[src/rtl/bist_sequencer.sv]
// BIST controller: clears the benchmark FSM, drives LFSR patterns for a
// programmed number of cycles, compacts responses in a MISR, checks signature.
module bist_sequencer #(
  parameter int unsigned NPI    = 18,
  parameter int unsigned NPO    = 19,
  parameter int unsigned CW     = 16,
  parameter int unsigned RSTCYC = 2,
  parameter logic [NPI-1:0] SEED = 18'h00001
) (
  input  logic           CK,
  input  logic           RST,
  input  logic           START,
  input  logic [CW-1:0]  NCYC,
  input  logic [NPO-1:0] GOLDEN,
  input  logic [NPO-1:0] RESP,
  output logic [NPI-1:0] PAT,
  output logic           DUT_RST,
  output logic           BUSY,
  output logic           DONE,
  output logic           PASS,
  output logic [NPO-1:0] SIG
);

  typedef enum logic [2:0] {
    S_IDLE,
    S_CLR,
    S_RUN,
    S_CMP,
    S_DONE
  } state_e;

  localparam logic [CW-1:0] CLR_LAST = CW'(RSTCYC - 1);

  state_e         state_q, state_d;
  logic [NPI-1:0] lfsr_q, lfsr_d;
  logic [NPO-1:0] misr_q, misr_d;
  logic [CW-1:0]  cnt_q, cnt_d;
  logic [CW-1:0]  ncyc_q, ncyc_d;
  logic           pass_q, pass_d;
  logic           lfsr_fb;
  logic           misr_fb;

  assign lfsr_fb = lfsr_q[NPI-1] ^ lfsr_q[10];
  assign misr_fb = misr_q[NPO-1] ^ misr_q[5]
                 ^ misr_q[1] ^ misr_q[0];

  always_ff @(posedge CK) begin
    if (RST) begin
      state_q <= S_IDLE;
      lfsr_q  <= SEED;
      misr_q  <= '0;
      cnt_q   <= '0;
      ncyc_q  <= '0;
      pass_q  <= 1'b0;
    end else begin
      state_q <= state_d;
      lfsr_q  <= lfsr_d;
      misr_q  <= misr_d;
      cnt_q   <= cnt_d;
      ncyc_q  <= ncyc_d;
      pass_q  <= pass_d;
    end
  end

  always_comb begin
    state_d = state_q;
    lfsr_d  = lfsr_q;
    misr_d  = misr_q;
    cnt_d   = cnt_q;
    ncyc_d  = ncyc_q;
    pass_d  = pass_q;
    unique case (state_q)
      S_IDLE, S_DONE: begin
        if (START) begin
          state_d = S_CLR;
          cnt_d   = '0;
          lfsr_d  = SEED;
          misr_d  = '0;
          ncyc_d  = NCYC;
        end
      end
      S_CLR: begin
        // cnt_q doubles as the clear-hold timer before RUN
        if (cnt_q == CLR_LAST) begin
          cnt_d   = '0;
          state_d = (ncyc_q == '0) ? S_CMP : S_RUN;
        end else begin
          cnt_d = cnt_q + CW'(1);
        end
      end
      S_RUN: begin
        misr_d = {misr_q[NPO-2:0], misr_fb} ^ RESP;
        lfsr_d = {lfsr_q[NPI-2:0], lfsr_fb};
        cnt_d  = cnt_q + CW'(1);
        if (cnt_q == ncyc_q - CW'(1)) begin
          state_d = S_CMP;
        end
      end
      S_CMP: begin
        pass_d  = (misr_q == GOLDEN);
        state_d = S_DONE;
      end
      default: state_d = S_IDLE;
    endcase
  end

  assign PAT     = (state_q == S_RUN) ? lfsr_q : '0;
  assign DUT_RST = (state_q != S_RUN);
  assign BUSY    = (state_q == S_CLR) || (state_q == S_RUN)
                || (state_q == S_CMP);
  assign DONE    = (state_q == S_DONE);
  assign PASS    = pass_q;
  assign SIG     = misr_q;

endmodule
[config.mk]
export PLATFORM = sky130hd
export DESIGN_NAME = bist_sequencer
export DESIGN_NICKNAME = d
export VERILOG_FILES = /design/src/rtl/bist_sequencer.sv
export SDC_FILE = /design/constraint.sdc
export NUM_CORES = 1
export LEC_CHECK = 0
export BUFFER_PORTS_ARGS = -buffer_cell sky130_fd_sc_hd__buf_2
export CAP_MARGIN = 15
export CORE_ASPECT_RATIO = 1.4
export CORE_MARGIN = 4
export CORE_UTILIZATION = 38
export DETAILED_ROUTE_END_ITERATION = 8
export GPL_TIMING_DRIVEN = 0
export PLACE_DENSITY = 0.64
export SLEW_MARGIN = 20
export SYNTH_ARGS = -nofsm -noshare
export SYNTH_HDL_FRONTEND = slang
export SYNTH_SLANG_ARGS = --single-unit
[constraint.sdc]
create_clock -name CK -period 2.7 [get_ports CK]
set_clock_uncertainty 0.15 [all_clocks]
set_input_delay 0.405 -clock CK [delete_from_list [all_inputs] [get_ports CK]]
set_output_delay 0.405 -clock CK [all_outputs]
set_load 0.05 [all_outputs]
==> results.py <==
metrics = {
    "hold_path": {
        "min_path_type": "input port to flop",
        "min_path_cells": 3,
        "min_to": "ncyc_q[6]$_SDFFE_PP0P_",
        "holdCritStartpoint": "NCYC[6]",
    },
    "cells_and_area": {
        "fill_cells": 1035,
        "nets": 655,
        "syn_to_final_growth_pct": 25.0,
        "num_antenna_cells": 0,
        "layout-drive-gt1-share_pct": 27.7,
        "final_cells": 738,
        "finish.utilization_pct": 49.1,
    },
    "placed_design": {
        "place_inst": 722,
        "pre_cts_slack_ns": -0.0300,
        "portBuffers": 96,
        "gp_congestion": 0.840,
        "hpwl_mm": 7.92,
    },
    "setup_path": {
        "arrival_ns": 1.99,
        "crit_slowest_cell": "dfxtp_1",
        "slowest_delay_ns": 0.32,
        "crit_path_cell_trace": "buf_6 -> nor2b_2 -> nor2b_1 -> clkbuf_2 -> clkbuf_2 -> and2_1 -> buf_4 -> buf_2",
        "required_ns": 2.14,
        "r2r_start": "ncyc_q[0]$_SDFFE_PP0P_",
        "worstSetupPathType": "flop to output pin",
        "r2r_slack_ns": 0.25,
        "path_max_fanout": 10,
        "cp_top_family": "buffers and inverters",
        "critPathCaptureType": "output pin",
        "cp.buffers_inverters": 5,
        "r2r-end": "state_q[0]$_SDFFE_PP0P_",
        "startpoint_type": "flop",
        "ff2ff_path_depth": 9,
        "crit_top_cell": "clkbuf_2",
    },
    "sta": {
        "period_needed_ns": 2.54,
        "finalSetupViolations": 0,
        "relSlewSlack_pct": 53.2,
        "tightestPinTransition_ns": 0.699,
        "rsz0062_at_grt": "false",
        "fin_ws_ns": 0.155,
        "finalHoldViolCount": 0,
        "min_period_over_period_pct": 94.2,
        "slew_violations": 0,
        "whs_ns": 0.157,
        "max_freq_mhz": 393,
    },
    "die": {
        "start_util_pct": 39.3,
        "core-area_sq_mm": 0.0105,
        "design.die.area_sq_mm": 0.0126,
        "pin_count": 98,
        "fp.dieW_um": 95.9,
        "row_count": 44,
        "die_y_um": 131,
    },
    "job": {
        "maxCapViolCount": 0,
    },
    "clock_tree": {
        "root_buffer": "clkbuf_16",
        "cts.sinks": 73,
        "clockBufferDepth": 2,
        "cts_tree": "built",
        "insertion_delay_ns": 0.33,
        "cts-buffers-inserted": 9,
        "cts-htree-levels": 3,
        "clk_pin_slew_ns": 0.06,
        "cts_setup_buffers": 0,
    },
    "synthesis": {
        "synthTopCellsByCount": "dfxtp_1, nor2_1, xor2_1",
        "synth_top_area_cell": "dfxtp_1",
        "yosysUniqueCellTypes": 60,
        "yosysMostFrequentCell": "dfxtp_1",
        "syn_area_sq_mm": 0.00411,
        "synth-edff-count": 0,
        "yosys_warnings": 0,
        "synth_top_area_share_pct": 35.6,
        "avgSynthCellArea_sq_um": 8.42,
        "synthArstFlopShare_pct": 0,
        "syn_inst": 488,
        "yosysSeqAreaShare_pct": 35.6,
        "synth_fp_nets": 548,
        "synth_seq_cells": 73,
        "synth-main-ff-cell": "dfxtp_1",
        "synth_area_leaders": "dfxtp_1, xor2_1, nor2_1",
    },
    "power_and_ir_drop": {
        "peakVddDrop_mv": 0.469,
        "power.density_mw_per_mm2": 880,
        "p_total_mw": 4.52,
        "p_leak_nw": 2.26,
    },
    "grt": {
        "grt_pass1_vias": 3633,
        "grt_first_pass_wirelength_mm": 16.8,
        "grt-ovfl-total": 0,
        "track_usage_pct": 16.8,
        "antenna_found_initial": 0,
        "grt_max_degree": 15,
    },
    "detailed_routing": {
        "vias": 3685,
        "ant_nets": 0,
        "drt_wl_total_mm": 10.2,
        "drtIter0Drc": 184,
        "dr.pass1.iters": 4,
        "drc_errors": 0,
        "wire_per_inst_um": 13.8,
        "viasPerCell": 4.99,
    },
    "run_status": {
        "status": "complete, no violations",
    },
}
[worst register-to-register path: cells and delay by family (launching register included)]
family          cells  cell delay [ns]
flops               1             0.54
buf+inv             2             0.26
simple gates        1             0.33
compound gates      5             0.93
fa+ha+maj           1             0.19
[how the worst max path moves through the flow]
stage,endpoint,from,depth (start not counted),slack (ns)
floorplan,PAT[17],state_q[1]$_SDFFE_PP0P_,7,0.26
global placement,PAT[17],state_q[1]$_SDFFE_PP0P_,8,-0.05
detailed placement,PAT[17],state_q[1]$_SDFFE_PP0P_,8,-0.03
CTS,PAT[17],state_q[1]$_SDFFE_PP0P_,8,0.009
global route,PAT[17],state_q[1]$_SDFFE_PP0P_,8,0.004
finish,PAT[8],state_q[1]$_SDFFE_PP0P_,8,0.16
[area by class of cell]
| class | count | area [sq um] | area share (%) |
|---|---|---|---|
| Buffer | 49 | 309 | 6.02 |
| Multi-Input combinational cell | 360 | 2330 | 45.3 |
| Clock inverter | 7 | 126 | 2.46 |
| Timing Repair Buffer | 96 | 490 | 9.55 |
| Tap cell | 138 | 173 | 3.36 |
| Inverter | 6 | 22.5 | 0.439 |
| Clock buffer | 9 | 225 | 4.39 |
| Sequential cell | 73 | 1460 | 28.5 |
[report_power, final]
part           internal [mW]  total [mW]  switching, mW
sequential              1.20        1.36          0.165
combinational          0.662        1.75           1.09
clock                  0.914        1.40          0.485
total                   2.78        4.52           1.74
[stage by stage]
| step | cell area, sq um | TNS [ns] |
|---|---|---|
| global route | 5130 | 0 |
| CTS | 5120 | 0 |
| global placement | 4760 | -0.0474 |
| detailed placement | 4760 | -0.0300 |
| floorplan | 4110 | 0 |
| finish | 5130 | 0 |
[flip-flops by register name, summed over array words and instances (netlist names)]
signal,cells
PASS,1
ncyc_q,16
SIG,19
lfsr_q,18
state_q,3
cnt_q,16
[layout by cell type (no fill, tap or decap), types with 3 or more instances in the layout]
| cell | instances |
|---|---|
| nand2b_1 | 3 |
| bufinv_16 | 3 |
| nand3_1 | 5 |
| xor2_1 | 50 |
| o31a_1 | 3 |
| nor2_1 | 68 |
| buf_6 | 4 |
| nor4_1 | 11 |
| xnor2_1 | 23 |
| nand4_1 | 10 |
| nor3_1 | 12 |
| and2_1 | 20 |
| nor3b_1 | 3 |
| clkbuf_1 | 13 |
| dfxtp_1 | 73 |
| nand2_1 | 42 |
| buf_2 | 100 |
| and3_1 | 3 |
| inv_1 | 6 |
| a21oi_1 | 37 |
| clkbuf_4 | 4 |
| a22oi_1 | 19 |
| o211ai_1 | 3 |
| buf_4 | 22 |
| clkbuf_16 | 9 |
| ha_1 | 3 |
[what timing repair did]
action,4_1_cts,5_1_grt
hold buffers,0,0
endpoints found under the setup margin,17,17
pin swaps,0,0
resized for setup,5,9
[cell families after synthesis]
group,Yosys count,synth area share [%]
flip-flops,73,35.6
XOR/XNOR,74,16.1
multiplexers,1,0.274
adder cells (fa/ha/maj),3,0.914
AND/OR/NAND/NOR,198,25.0
AO/OA/AOI/OAI,84,14.3
buffers and inverters,55,7.83
[per-layer routing]
layer	share of wire, %	vias to the layer above	track usage [%]
li1	-	1867	-
met4	1.7	0	5.86
met1	40	1709	19.0
met2	52	98	30.2
met5	0	-	0
met3	6.1	11	4.47
No activity file was read; power rests on OpenSTA's default activity.
